$ cat src/rtl/div_share_arbiter_if.sv
// Request/response bundle between the shared divide-by-constant unit and its requesters.
// The arbiter connects through the slave modport and the requesters through the master modport.
interface div_share_arbiter_if #(
    parameter int WIDTH   = 16,
    parameter int NUM_REQ = 2,
    parameter int GW      = (NUM_REQ > 2) ? $clog2(NUM_REQ) : 1
);
    logic [NUM_REQ-1:0]       req_valid_i;
    logic [NUM_REQ*WIDTH-1:0] req_data_i;
    logic [NUM_REQ-1:0]       req_ready_o;
    logic [NUM_REQ-1:0]       rsp_valid_o;
    logic [NUM_REQ-1:0]       rsp_ready_i;
    logic [WIDTH-1:0]         quotient_o;
    logic [WIDTH-1:0]         remainder_o;
    logic                     busy_o;
    logic [GW-1:0]            grant_id_o;

    modport master (
        output req_valid_i, req_data_i, rsp_ready_i,
        input  req_ready_o, rsp_valid_o, quotient_o, remainder_o, busy_o, grant_id_o
    );

    modport slave (
        input  req_valid_i, req_data_i, rsp_ready_i,
        output req_ready_o, rsp_valid_o, quotient_o, remainder_o, busy_o, grant_id_o
    );
endinterface

$ cat src/rtl/div_share_arbiter.sv
// One restoring divide-by-DIVISOR unit (1 quotient bit per cycle) shared round-robin
// between NUM_REQ requesters; the result goes back only to the requester that was granted.
module div_share_arbiter #(
    parameter int WIDTH   = 16,
    parameter int DIVISOR = 100,
    parameter int NUM_REQ = 2
) (
    input logic              clk,
    input logic              rst_n,
    div_share_arbiter_if.slave bus
);
    localparam int GW = (NUM_REQ > 2) ? $clog2(NUM_REQ) : 1;
    localparam int CW = $clog2(WIDTH);
    localparam logic [WIDTH:0] DIV_EXT = (WIDTH + 1)'(DIVISOR);

    if (DIVISOR < 1 || longint'(DIVISOR) >= (64'(1) << WIDTH)) begin : g_bad_divisor
        $error("div_share_arbiter: DIVISOR must satisfy 1 <= DIVISOR < 2**WIDTH");
    end
    if (NUM_REQ < 2 || NUM_REQ > 8) begin : g_bad_num_req
        $error("div_share_arbiter: NUM_REQ must be in 2..8");
    end

    typedef enum logic [1:0] {IDLE, DIVIDE, RESPOND} state_e;

    state_e          state_q, state_d;
    logic [GW-1:0]   grant_q;
    logic [GW-1:0]   sel;
    logic [GW-1:0]   idx;
    logic            found;
    logic [CW-1:0]   cnt_q;
    logic [WIDTH:0]  rem_q;        // top bit is headroom for the shifted-in dividend bit
    logic [WIDTH-1:0] dq_q;        // dividend shifts out of the top, quotient bits enter at the bottom
    logic [WIDTH-1:0] quot_q;
    logic [WIDTH-1:0] rmdr_q;
    logic [WIDTH:0]  rem_shift;
    logic [WIDTH:0]  rem_next;
    logic            q_bit;

    // Round-robin search starting just after the last grant.
    always_comb begin
        // NOTE: every variable gets a default first so no path leaves it unassigned (no latch).
        sel   = '0;
        idx   = '0;
        found = 1'b0;
        for (int i = 1; i <= NUM_REQ; i++) begin
            idx = GW'((int'(grant_q) + i) % NUM_REQ);
            if (!found && bus.req_valid_i[idx]) begin
                found = 1'b1;
                sel   = idx;
            end
        end
    end

    always_comb begin
        rem_shift = (rem_q << 1) | {{WIDTH{1'b0}}, dq_q[WIDTH-1]};
        q_bit     = (rem_shift >= DIV_EXT);
        rem_next  = q_bit ? (rem_shift - DIV_EXT) : rem_shift;
    end

    always_comb begin
        state_d         = state_q;
        bus.req_ready_o = '0;
        bus.rsp_valid_o = '0;
        unique case (state_q)
            IDLE: begin
                if (found) begin
                    bus.req_ready_o[sel] = 1'b1;
                    state_d              = DIVIDE;
                end
            end
            DIVIDE: begin
                if (cnt_q == '0) state_d = RESPOND;
            end
            RESPOND: begin
                bus.rsp_valid_o[grant_q] = 1'b1;
                if (bus.rsp_ready_i[grant_q]) state_d = IDLE;
            end
            default: state_d = IDLE;
        endcase
    end

    always_ff @(posedge clk or negedge rst_n) begin
        if (!rst_n) begin
            // NOTE: sequential state is updated with non-blocking assignments only.
            state_q <= IDLE;
        end else begin
            state_q <= state_d;
        end
    end

    always_ff @(posedge clk or negedge rst_n) begin
        if (!rst_n) begin
            grant_q <= GW'(NUM_REQ - 1);
            cnt_q   <= '0;
            rem_q   <= '0;
            dq_q    <= '0;
            quot_q  <= '0;
            rmdr_q  <= '0;
        end else begin
            unique case (state_q)
                IDLE: begin
                    if (found) begin
                        dq_q    <= bus.req_data_i[int'(sel)*WIDTH +: WIDTH];
                        grant_q <= sel;
                        rem_q   <= '0;
                        cnt_q   <= CW'(WIDTH - 1);
                    end
                end
                DIVIDE: begin
                    rem_q <= rem_next;
                    dq_q  <= {dq_q[WIDTH-2:0], q_bit};
                    cnt_q <= cnt_q - 1'b1;
                    if (cnt_q == '0) begin
                        quot_q <= {dq_q[WIDTH-2:0], q_bit};
                        rmdr_q <= rem_next[WIDTH-1:0];
                    end
                end
                default: ;
            endcase
        end
    end

    assign bus.quotient_o  = quot_q;
    assign bus.remainder_o = rmdr_q;
    assign bus.busy_o      = (state_q != IDLE);
    assign bus.grant_id_o  = grant_q;
endmodule

$ cat src/flat_wrapper.sv
// flat-port wrapper written by rule: the top's interface ports become plain ports
module div_share_arbiter_flat 
#(
    parameter int WIDTH   = 16,
    parameter int DIVISOR = 100,
    parameter int NUM_REQ = 2
)
  (clk, rst_n, bus_req_valid_i, bus_req_data_i, bus_rsp_ready_i, bus_req_ready_o, bus_rsp_valid_o, bus_quotient_o, bus_remainder_o, bus_busy_o, bus_grant_id_o);
  div_share_arbiter_if #(.WIDTH(WIDTH), .NUM_REQ(NUM_REQ)) bus_i ();
  input logic clk;
  input logic rst_n;
  input wire logic [$bits(bus_i.req_valid_i)-1:0] bus_req_valid_i;
  input wire logic [$bits(bus_i.req_data_i)-1:0] bus_req_data_i;
  input wire logic [$bits(bus_i.rsp_ready_i)-1:0] bus_rsp_ready_i;
  output wire logic [$bits(bus_i.req_ready_o)-1:0] bus_req_ready_o;
  output wire logic [$bits(bus_i.rsp_valid_o)-1:0] bus_rsp_valid_o;
  output wire logic [$bits(bus_i.quotient_o)-1:0] bus_quotient_o;
  output wire logic [$bits(bus_i.remainder_o)-1:0] bus_remainder_o;
  output wire logic [$bits(bus_i.busy_o)-1:0] bus_busy_o;
  output wire logic [$bits(bus_i.grant_id_o)-1:0] bus_grant_id_o;
  assign bus_i.req_valid_i = bus_req_valid_i;
  assign bus_i.req_data_i = bus_req_data_i;
  assign bus_i.rsp_ready_i = bus_rsp_ready_i;
  assign bus_req_ready_o = bus_i.req_ready_o;
  assign bus_rsp_valid_o = bus_i.rsp_valid_o;
  assign bus_quotient_o = bus_i.quotient_o;
  assign bus_remainder_o = bus_i.remainder_o;
  assign bus_busy_o = bus_i.busy_o;
  assign bus_grant_id_o = bus_i.grant_id_o;
  div_share_arbiter #(.WIDTH(WIDTH), .DIVISOR(DIVISOR), .NUM_REQ(NUM_REQ)) u_core (.clk(clk), .rst_n(rst_n), .bus(bus_i));
endmodule
$ cat config.mk
export PLATFORM = sky130hd
export DESIGN_NAME = div_share_arbiter_flat
export DESIGN_NICKNAME = d
export VERILOG_FILES = /design/src/rtl/div_share_arbiter_if.sv /design/src/rtl/div_share_arbiter.sv /design/src/flat_wrapper.sv
export SDC_FILE = /design/constraint.sdc
export NUM_CORES = 1
export LEC_CHECK = 0
export CORE_MARGIN = 2
export CORE_UTILIZATION = 50
export CTS_BUF_LIST = sky130_fd_sc_hd__clkbuf_2 sky130_fd_sc_hd__clkbuf_4 sky130_fd_sc_hd__clkbuf_8
export DETAILED_ROUTE_END_ITERATION = 6
export DONT_BUFFER_PORTS = 1
export PLACE_DENSITY = 0.75
export SETUP_SLACK_MARGIN = 0.05
export SYNTH_ARGS = -nofsm -noshare
export SYNTH_HDL_FRONTEND = slang
export SYNTH_SLANG_ARGS = --single-unit
$ cat constraint.sdc
create_clock -name clk -period 2.67 [get_ports clk]
set_input_delay 0.4005 -clock clk [delete_from_list [all_inputs] [get_ports clk]]
set_output_delay 0.4005 -clock clk [all_outputs]
set_load 0.02 [all_outputs]
* Yosys cells after proc, flatten, opt, wreduce, memory -nomap -nowiden *
Index checks and enable logic that the tools add are counted.

word-level totals
  output and inout bits = 38
  input bits = 38
  register bits = 71

operators by class
  add/subtract/negate cells = 4
  order comparisons = 7
  muxes and demuxes = 28
  eq/ne operators = 5
  shift operators = 1
  reductions and logical operators = 12
  bitwise logic cells = 1

operators with widths
  operator                 number
  $pmux W16 S2             2
  $mux W16                 3
  $shiftx A32 B6 Y16       1
  $ge A17 B7 Y1 const B    1
  $or A17 B1 Y17           1
  $sub A16 B7 Y16 const B  1
  $mux W1                  12
  $mux W2                  6
  $lt A1 B2 Y1 const B     4
  $pmux W4 S2              1
  $ne A2 B1 Y1 const B     3
  $pmux W2 S3              1
  $reduce_and A2 Y1        3
  $logic_not A4 Y1         1
  $mux W4                  1
  $reduce_bool A2 Y1       2
  $sub A4 B1 Y4 const B    1
  $logic_and A1 B1 Y1      3
  $reduce_and A3 Y1        1
  $add A1 B1 Y1 const B    2
  $demux W1 S1             2
  $eq A2 B1 Y1 const B     1
  $eq A2 B2 Y1 const B     1
  $ge A1 B1 Y1 const B     2
  other kinds (2)          2

* Depth between registers and ports, before layout *
Gate-level depths: netlist (run 1).

  word-level depth = 13
  gate-level depth with buffers = 8
  depth with buffers taken out = 7

* Worst setup path after synthesis (run 1) *
Ideal clock, no wire load.

  path kind = flip-flop to flip-flop
  from = register u_core.rem_q[2]
  to = register u_core.rmdr_q[14] (netlist: u_core.bus.remainder_o[14])
  required time = 2.540 ns
  clock period less this slack = 2.113 ns
  arrival time = 1.983 ns
  stages on the path, launching flop included = 9
  setup slack = 0.557 ns
  cells stage by stage = dfrtp_1 > inv_1 > ha_1 > or4b_4 > o41ai_4 > buf_6 > o211ai_1 > xor2_1 > o21ai_1

between the ends
  cells in the longest elaborated chain, start to end = 3
  elaborated cells on any way between the ends = 4
  those cells by class = add/sub (1); order compare (1); mux (1); bitwise (1)

RTL lines
  element                                                  line                                              text
  start: declaration                                       div_share_arbiter.sv:31                           logic [WIDTH:0] rem_q;
  start signal: assignment                                 div_share_arbiter.sv:110                          rem_q <= rem_next;
  $or A17 B1 Y17 *                                         div_share_arbiter.sv:55                           rem_shift = (rem_q << 1) | {{WIDTH{1'b0}}, dq_q[WIDTH-1]};
  $sub A16 B7 Y16 / $ge A17 B7 Y1 (equally long branches)  div_share_arbiter.sv:57, div_share_arbiter.sv:56
  $mux W16 *                                               div_share_arbiter.sv:57                           rem_next = q_bit ? (rem_shift - DIV_EXT) : rem_shift;
  end signal: assignment                                   div_share_arbiter.sv:115                          rmdr_q <= rem_next[WIDTH-1:0];
  end: declaration                                         div_share_arbiter.sv:34                           logic [WIDTH-1:0] rmdr_q;

Mark *: on every way between the ends. The rest lies on a longest branch, timed or not.
A chain may end at the register's enable or synchronous reset.

* Final worst setup path (run 1) *
  from = register u_core.rem_q[1]
  to = register u_core.rmdr_q[3] (netlist: u_core.bus.remainder_o[3])

The elaborated chain is that of the path after synthesis.

==> results of run 1 <==
sequential cells by signal, summed over array words and instances, names as in the netlist:
register and cells:
u_core.dq_q 16, u_core.cnt_q 4, u_core.rem_q 16, u_core.bus.quotient_o 16, u_core.state_q 2, u_core.bus.grant_id_o 1, u_core.bus.remainder_o 16
worst max-delay path, cell delays in order, from the launching register on:
cell and delay [ps]:
dfrtp_1 440, o311a_1 440, or4b_1 680, nor2_4 220
mux2i_1 290, mux2_2 190
kinds of logic (layout without fill, tap and decap cells):
kind of cell / Yosys count / in the layout
AOI/OAI and AO/OA: 80 / 80
xor gates and xnor gates: 13 / 13
adders and majority gates: 3 / 3
buffers and inverters: 23 / 33
DFF: 71 / 71
muxes: 39 / 39
and+or+nand+nor: 65 / 65
synth_stat cells (all sizes together):
| cell type | n | area [µm²] |
|---|---|---|
| dfrtp | 70 | 1750 |
| o21ai | 46 | 230 |
| nand2 | 36 | 135 |
| mux2 | 27 | 304 |
| clkbuf | 14 | 52.6 |
| mux2i | 12 | 120 |
| a22oi | 11 | 82.6 |
| nor2 | 9 | 41.3 |
| xor2 | 9 | 78.8 |
| a22o | 6 | 52.6 |
| inv | 6 | 22.5 |
| o22ai | 5 | 31.3 |
| nor3 | 4 | 20.0 |
| o211ai | 4 | 30.0 |
| xnor2 | 4 | 35.0 |
| buf | 3 | 20.0 |
| ha | 3 | 37.5 |
| or2 | 3 | 18.8 |
| nand2b | 2 | 12.5 |
| nor3b | 2 | 15.0 |
| nor4 | 2 | 12.5 |
| or4b | 2 | 23.8 |
| a21boi | 1 | 7.51 |
| a21o | 1 | 7.51 |
| a21oi | 1 | 5.00 |
| a31oi | 1 | 6.26 |
| and2 | 1 | 6.26 |
| and3 | 1 | 6.26 |
| dfstp | 1 | 26.3 |
| nand4b | 1 | 8.76 |
| nor2b | 1 | 6.26 |
| o221ai | 1 | 8.76 |
| o311a | 1 | 10.0 |
| o31ai | 1 | 7.51 |
| o41ai | 1 | 27.5 |
| or3 | 1 | 6.26 |
worst paths after layout:
kind,startpoint,end,slack (ps),cells past startpoint
worst max-delay path,u_core.rem_q[1]$_DFFE_PN0P_,u_core.bus.remainder_o[3]$_DFFE_PN0P_,340,5
worst min-delay path,bus_req_data_i[8],u_core.dq_q[8]$_DFFE_PN0P_,240,2
worst max register to register,u_core.rem_q[1]$_DFFE_PN0P_,u_core.bus.remainder_o[3]$_DFFE_PN0P_,340,5
worst min register to register,u_core.rem_q[15]$_DFFE_PN0P_,u_core.rem_q[15]$_DFFE_PN0P_,500,2
max in group asynchronous,rst_n,u_core.bus.grant_id_o$_DFFE_PN1P_,1740,2
min in group asynchronous,rst_n,u_core.bus.remainder_o[9]$_DFFE_PN0P_,600,2
repair_timing:
action,CTS,global route
setup endpoints to repair,0,0
hold buffers,2,0
hold endpoints to repair,71,0
setup buffers,0,0
power breakdown:
part           switching, mW  leakage, nW  internal [mW]
Combinational          0.814        0.627          0.668
Sequential             0.708        0.879           1.58
Clock                  0.406        0.116          0.548
Total                   1.93         1.62           2.80
final cells by class:
cell class / count / area [µm²] / area share [%]
clock buffer: 10 / 138 / 3.79
multi-input combinational: 200 / 1400 / 38.7
clock inverter: 6 / 83.8 / 2.31
inverter: 6 / 22.5 / 0.621
sequential: 71 / 1780 / 49.0
tap: 77 / 96.3 / 2.66
timing repair buffer: 11 / 105 / 2.90
layer usage:
| layer | global-route usage, % | vias to the layer above | wire (µm) | part of all wire, % |
|---|---|---|---|---|
| li1 | - | 1066 | - | - |
| met5 | 0 | - | 0 | 0 |
| met2 | 31.4 | 73 | 3240 | 48 |
| met1 | 25.9 | 1109 | 2970 | 44 |
| met3 | 5.16 | 13 | 335 | 5.0 |
| met4 | 8.95 | 0 | 175 | 2.6 |
through the flow:
step / power [mW] / instances / area [µm²] / setup slack [ps]
after floorplan: 3.37 / 294 / 3270 / 557
after global placement: 3.72 / 363 / 3370 / 442
after detailed placement: 3.78 / 363 / 3370 / 373
after CTS: 4.77 / 381 / 3630 / 356
after global routing: 5.07 / 381 / 3630 / 241
final: 4.73 / 381 / 3630 / 345
==> metrics.yaml, run 1 <==
die-area_um2: 7200
fin_hold_ws_ps: 239
synth_area_per_cell_um2: 11.1
synthDistinctLibCells: 44
vias: 2261
start_util_pct: 51.5
synth_top_family_by_area: "compound AO/OA/AOI/OAI gates"
drc_errors: 0
final_cell_mix: "70 x dfrtp_1, 45 x o21ai_1, 35 x nand2_1, 23 x mux2_1, 12 x mux2i_1"
required_ps: 2960
cp.arrival_ps: 2610
port_buffers: 0
cts_root_buffer: "clkbuf_8"
synth_adder_area_share_pct: 1.15
antenna_found_initial: 0
routed_wl_um: 6720
cts_made_buffers: 9
grt_max_degree: 72
yosys_warnings: 0
hold_path_class: "primary input to flop"
slew_headroom_pct: 54.7
syn_nets: 335
final_common_cell: "dfrtp_1"
maxCapViolCount: 0
rsz0062_at_grt: "false"
start_kind: "flop"
postLayoutCoreUtil_pct: 57.1
cp-end-kind: "flop"
antennaDiodeCount: 0
rows: 29
finalCritPeriodShare_pct: 87.1
core_um2: 6350
finalSetupViolCount: 0
die_height_um: 84.8
drive_gt1_share_pct: 12.8
cts_resized: 0
peakVddDrop_mv: 0.649
final.min_clock_period_ps: 2330
yosysSeqAreaShare_pct: 54.4
powerDensity_nw_per_um2: 1300
slew_viol_final: 0
gp_congestion: 0.884
grt-ovfl-total: 0
grt_pass1_wl_um: 11200
cts_buffer_depth: 2
finalSetupTns_ps: 0
hpwl_um: 4660
grt_util_all_layers_pct: 19.9
skew_ps: 6.35
worstSkewPairLatency_ps: 350
cts.clk_slew.worst_paths_ps: 70
cts.sinks: 71
nFillCells: 553
final_antenna_net_count: 0
cts_tree: "yes"
num_io_pins: 76
fin_nets: 340
tightest_slew_ps: 673
status: "completed"
routed_via_density: 5.93
synthSimpleGateAreaFrac_pct: 9.57
syn_area_um2: 3270
syn2layout_area_growth_pct: 11.0
wire_per_inst_um: 17.6
syn_inst: 294
die_x_um: 84.8
synth_compound_area_share_pct: 15.5
yosys.area_share.xor_xnor_pct: 3.48
grt_pass1_vias: 2214
power.leakage_nw: 1.62
synth.area.mux_share_pct: 13.0
worstPathMaxFanout: 9
drt_pass1_iterations: 4
crit_type: "flop to flop"
max_freq_ghz: 0.430
ys_seq_elements: 71
drt-initial-drc-count: 108
hold_viol_final: 0
h-tree-depth: 3
Power figures use the tool's default switching activity.
==> run 2, diff against run 1 <==
--- a/config.mk
+++ b/config.mk
@@ -5,7 +5,6 @@
 export SDC_FILE = /design/constraint.sdc
 export NUM_CORES = 1
 export LEC_CHECK = 0
-export CORE_MARGIN = 2
 export CORE_UTILIZATION = 50
 export CTS_BUF_LIST = sky130_fd_sc_hd__clkbuf_2 sky130_fd_sc_hd__clkbuf_4 sky130_fd_sc_hd__clkbuf_8
 export DETAILED_ROUTE_END_ITERATION = 6
==> constraint.sdc (replaced) <==
create_clock -name clk -period 2.67 [get_ports clk]
set_input_delay 0.534 -clock clk [delete_from_list [all_inputs] [get_ports clk]]
set_output_delay 0.534 -clock clk [all_outputs]
set_load 0.02 [all_outputs]
==> run 2 against run 1 <==
  * Clock skew up 3.2 ps
  * Global-route usage is 1.1 points higher
  * Count of clock-buffer cells in the layout unchanged
  * Critical path depth grew 3
  * Non-clock buffer count unchanged
  * Utilization decreased by 0.42 points
  * Fmax shrank 0.29%
  * Via count is 1.6% lower
  * Final cell count unchanged
  * Wire length shrank 2.0%
  * Register-to-register slack barely moved
  * Sequential share of layout area rose by 0.65 points
  * Critical endpoint is now u_core.bus.remainder_o[2]$_DFFE_PN0P_
  * Largest cell class unchanged
==> metrics.yaml, run 2 (synthesized netlist as in run 1, its figures left out) <==
worstPathMaxFanout: 12
nFillCells: 580
die_height_um: 82.8
hold_path_class: "primary input to async pin"
drt_pass1_iterations: 4
tightest_slew_ps: 716
start_util_pct: 51.8
final_common_cell: "dfrtp_1"
num_io_pins: 76
cts.sinks: 71
stdcell_area_um2: 3580
cts_tree: "yes"
vias: 2225
rrSetupSlack_ps: 340
regArea_um2: 1780
rows: 29
antenna_found_initial: 0
skew_ps: 9.53
worstSkewPairLatency_ps: 350
fin_nets: 340
drive_gt1_share_pct: 12.8
finalSetupViolCount: 0
final_cell_mix: "70 x dfrtp_1, 45 x o21ai_1, 35 x nand2_1, 23 x mux2_1, 12 x mux2i_1"
dpl.cell_count: 363
cp-end-kind: "flop"
drc_errors: 0
antennaDiodeCount: 0
grt_util_all_layers_pct: 21.0
grt_pass1_vias: 2271
status: "completed"
required_ps: 2910
rsz0062_at_grt: "false"
h-tree-depth: 3
grt_max_degree: 71
cts_made_buffers: 9
stdcell_count: 381
powerDensity_nw_per_um2: 1270
finalCritPeriodShare_pct: 87.3
die_x_um: 82.8
syn2layout_area_growth_pct: 9.53
peakVddDrop_mv: 0.707
cts_root_buffer: "clkbuf_8"
core_um2: 6310
hpwl_um: 4370
slew_viol_final: 0
power.leakage_nw: 1.60
cp.arrival_ps: 2580
final_antenna_net_count: 0
cts.clk_slew.worst_paths_ps: 70
grt_pass1_wl_um: 11200
crit_type: "flop to flop"
gp_congestion: 0.850
drt-initial-drc-count: 118
routed_wl_um: 6590
multiInputGateArea_um2: 1400
die-area_um2: 6860
hold_viol_final: 0
maxCapViolCount: 0
max_freq_ghz: 0.429
routed_via_density: 5.84
cts_buffer_depth: 2
postPlaceCellArea_um2: 3370
port_buffers: 0
post_cts_buffers: 0
final.min_clock_period_ps: 2330
slew_headroom_pct: 52.3
wire_per_inst_um: 17.3
r2r_cells: 8
start_kind: "flop"
finalSetupTns_ps: 0
grt-ovfl-total: 0
[run 2: changes by cell type in the layout (fill, tap and decap cells not counted)]
cell        change
bufinv_16       -2
clkinv_2        +1
clkinvlp_4      +1
[run 2: critical path: stages, from the launching register on]
cell and delay (ps):
dfrtp_1 410, inv_1 110, ha_1 160, or4b_4 470
o41ai_4 300, buf_4 240, nor2_4 80, xnor2_1 190
mux2_2 280
[run 2: path summary, 6_finish.rpt]
path / start / end
setup reg to reg: u_core.rem_q[2]$_DFFE_PN0P_ / u_core.bus.remainder_o[2]$_DFFE_PN0P_
min in group clk: bus_req_data_i[10] / u_core.dq_q[10]$_DFFE_PN0P_
setup / recovery: u_core.rem_q[2]$_DFFE_PN0P_ / u_core.bus.remainder_o[2]$_DFFE_PN0P_
max in group asynchronous: rst_n / u_core.bus.grant_id_o$_DFFE_PN1P_
hold / removal: rst_n / u_core.rem_q[9]$_DFFE_PN0P_
hold reg to reg: u_core.rem_q[15]$_DFFE_PN0P_ / u_core.rem_q[15]$_DFFE_PN0P_
[run 2: through the flow]
step / power [mW] / setup WS [ps] / hold WS, ps / utilization (%)
final: 4.53 / 338 / 48.3 / 56.7
after global routing: 4.88 / 229 / 49.3 / 56.7
after CTS: 4.59 / 332 / 0.296 / 56.5
after detailed placement: 3.78 / 344 / 240 / 53.3
after global placement: 3.70 / 405 / 240 / 53.3
after floorplan: 3.37 / 461 / 238 / -
[run 2: repair_timing]
action                                 CTS  global route
hold buffers                             1             1
gates resized for setup                  0             0
endpoints found under the hold margin   70             1
[run 2: final cells by class]
cell class	instances	share of cell area [%]
clock buffers	10	3.84
clock inverters	6	1.01
well taps	77	2.69
inverters	6	0.629
multi-input cells	200	39.2
repair buffers	11	2.94
flip-flops and latches	71	49.7
[run 2: power breakdown]
group          internal (mW)  switching, mW  total [mW]
sequential              1.58          0.701        2.28
combinational          0.670          0.814        1.48
clock                  0.357          0.407       0.764
total                   2.61           1.92        4.53
[run 2: layer usage]
| metal | track usage (%) | up-vias | routed length [µm] |
|---|---|---|---|
| met3 | 7.36 | 14 | 372 |
| met4 | 9.56 | 0 | 151 |
| met1 | 26.4 | 1090 | 2900 |
| li1 | - | 1055 | - |
| met2 | 32.7 | 66 | 3170 |
| met5 | 0 | - | 0 |
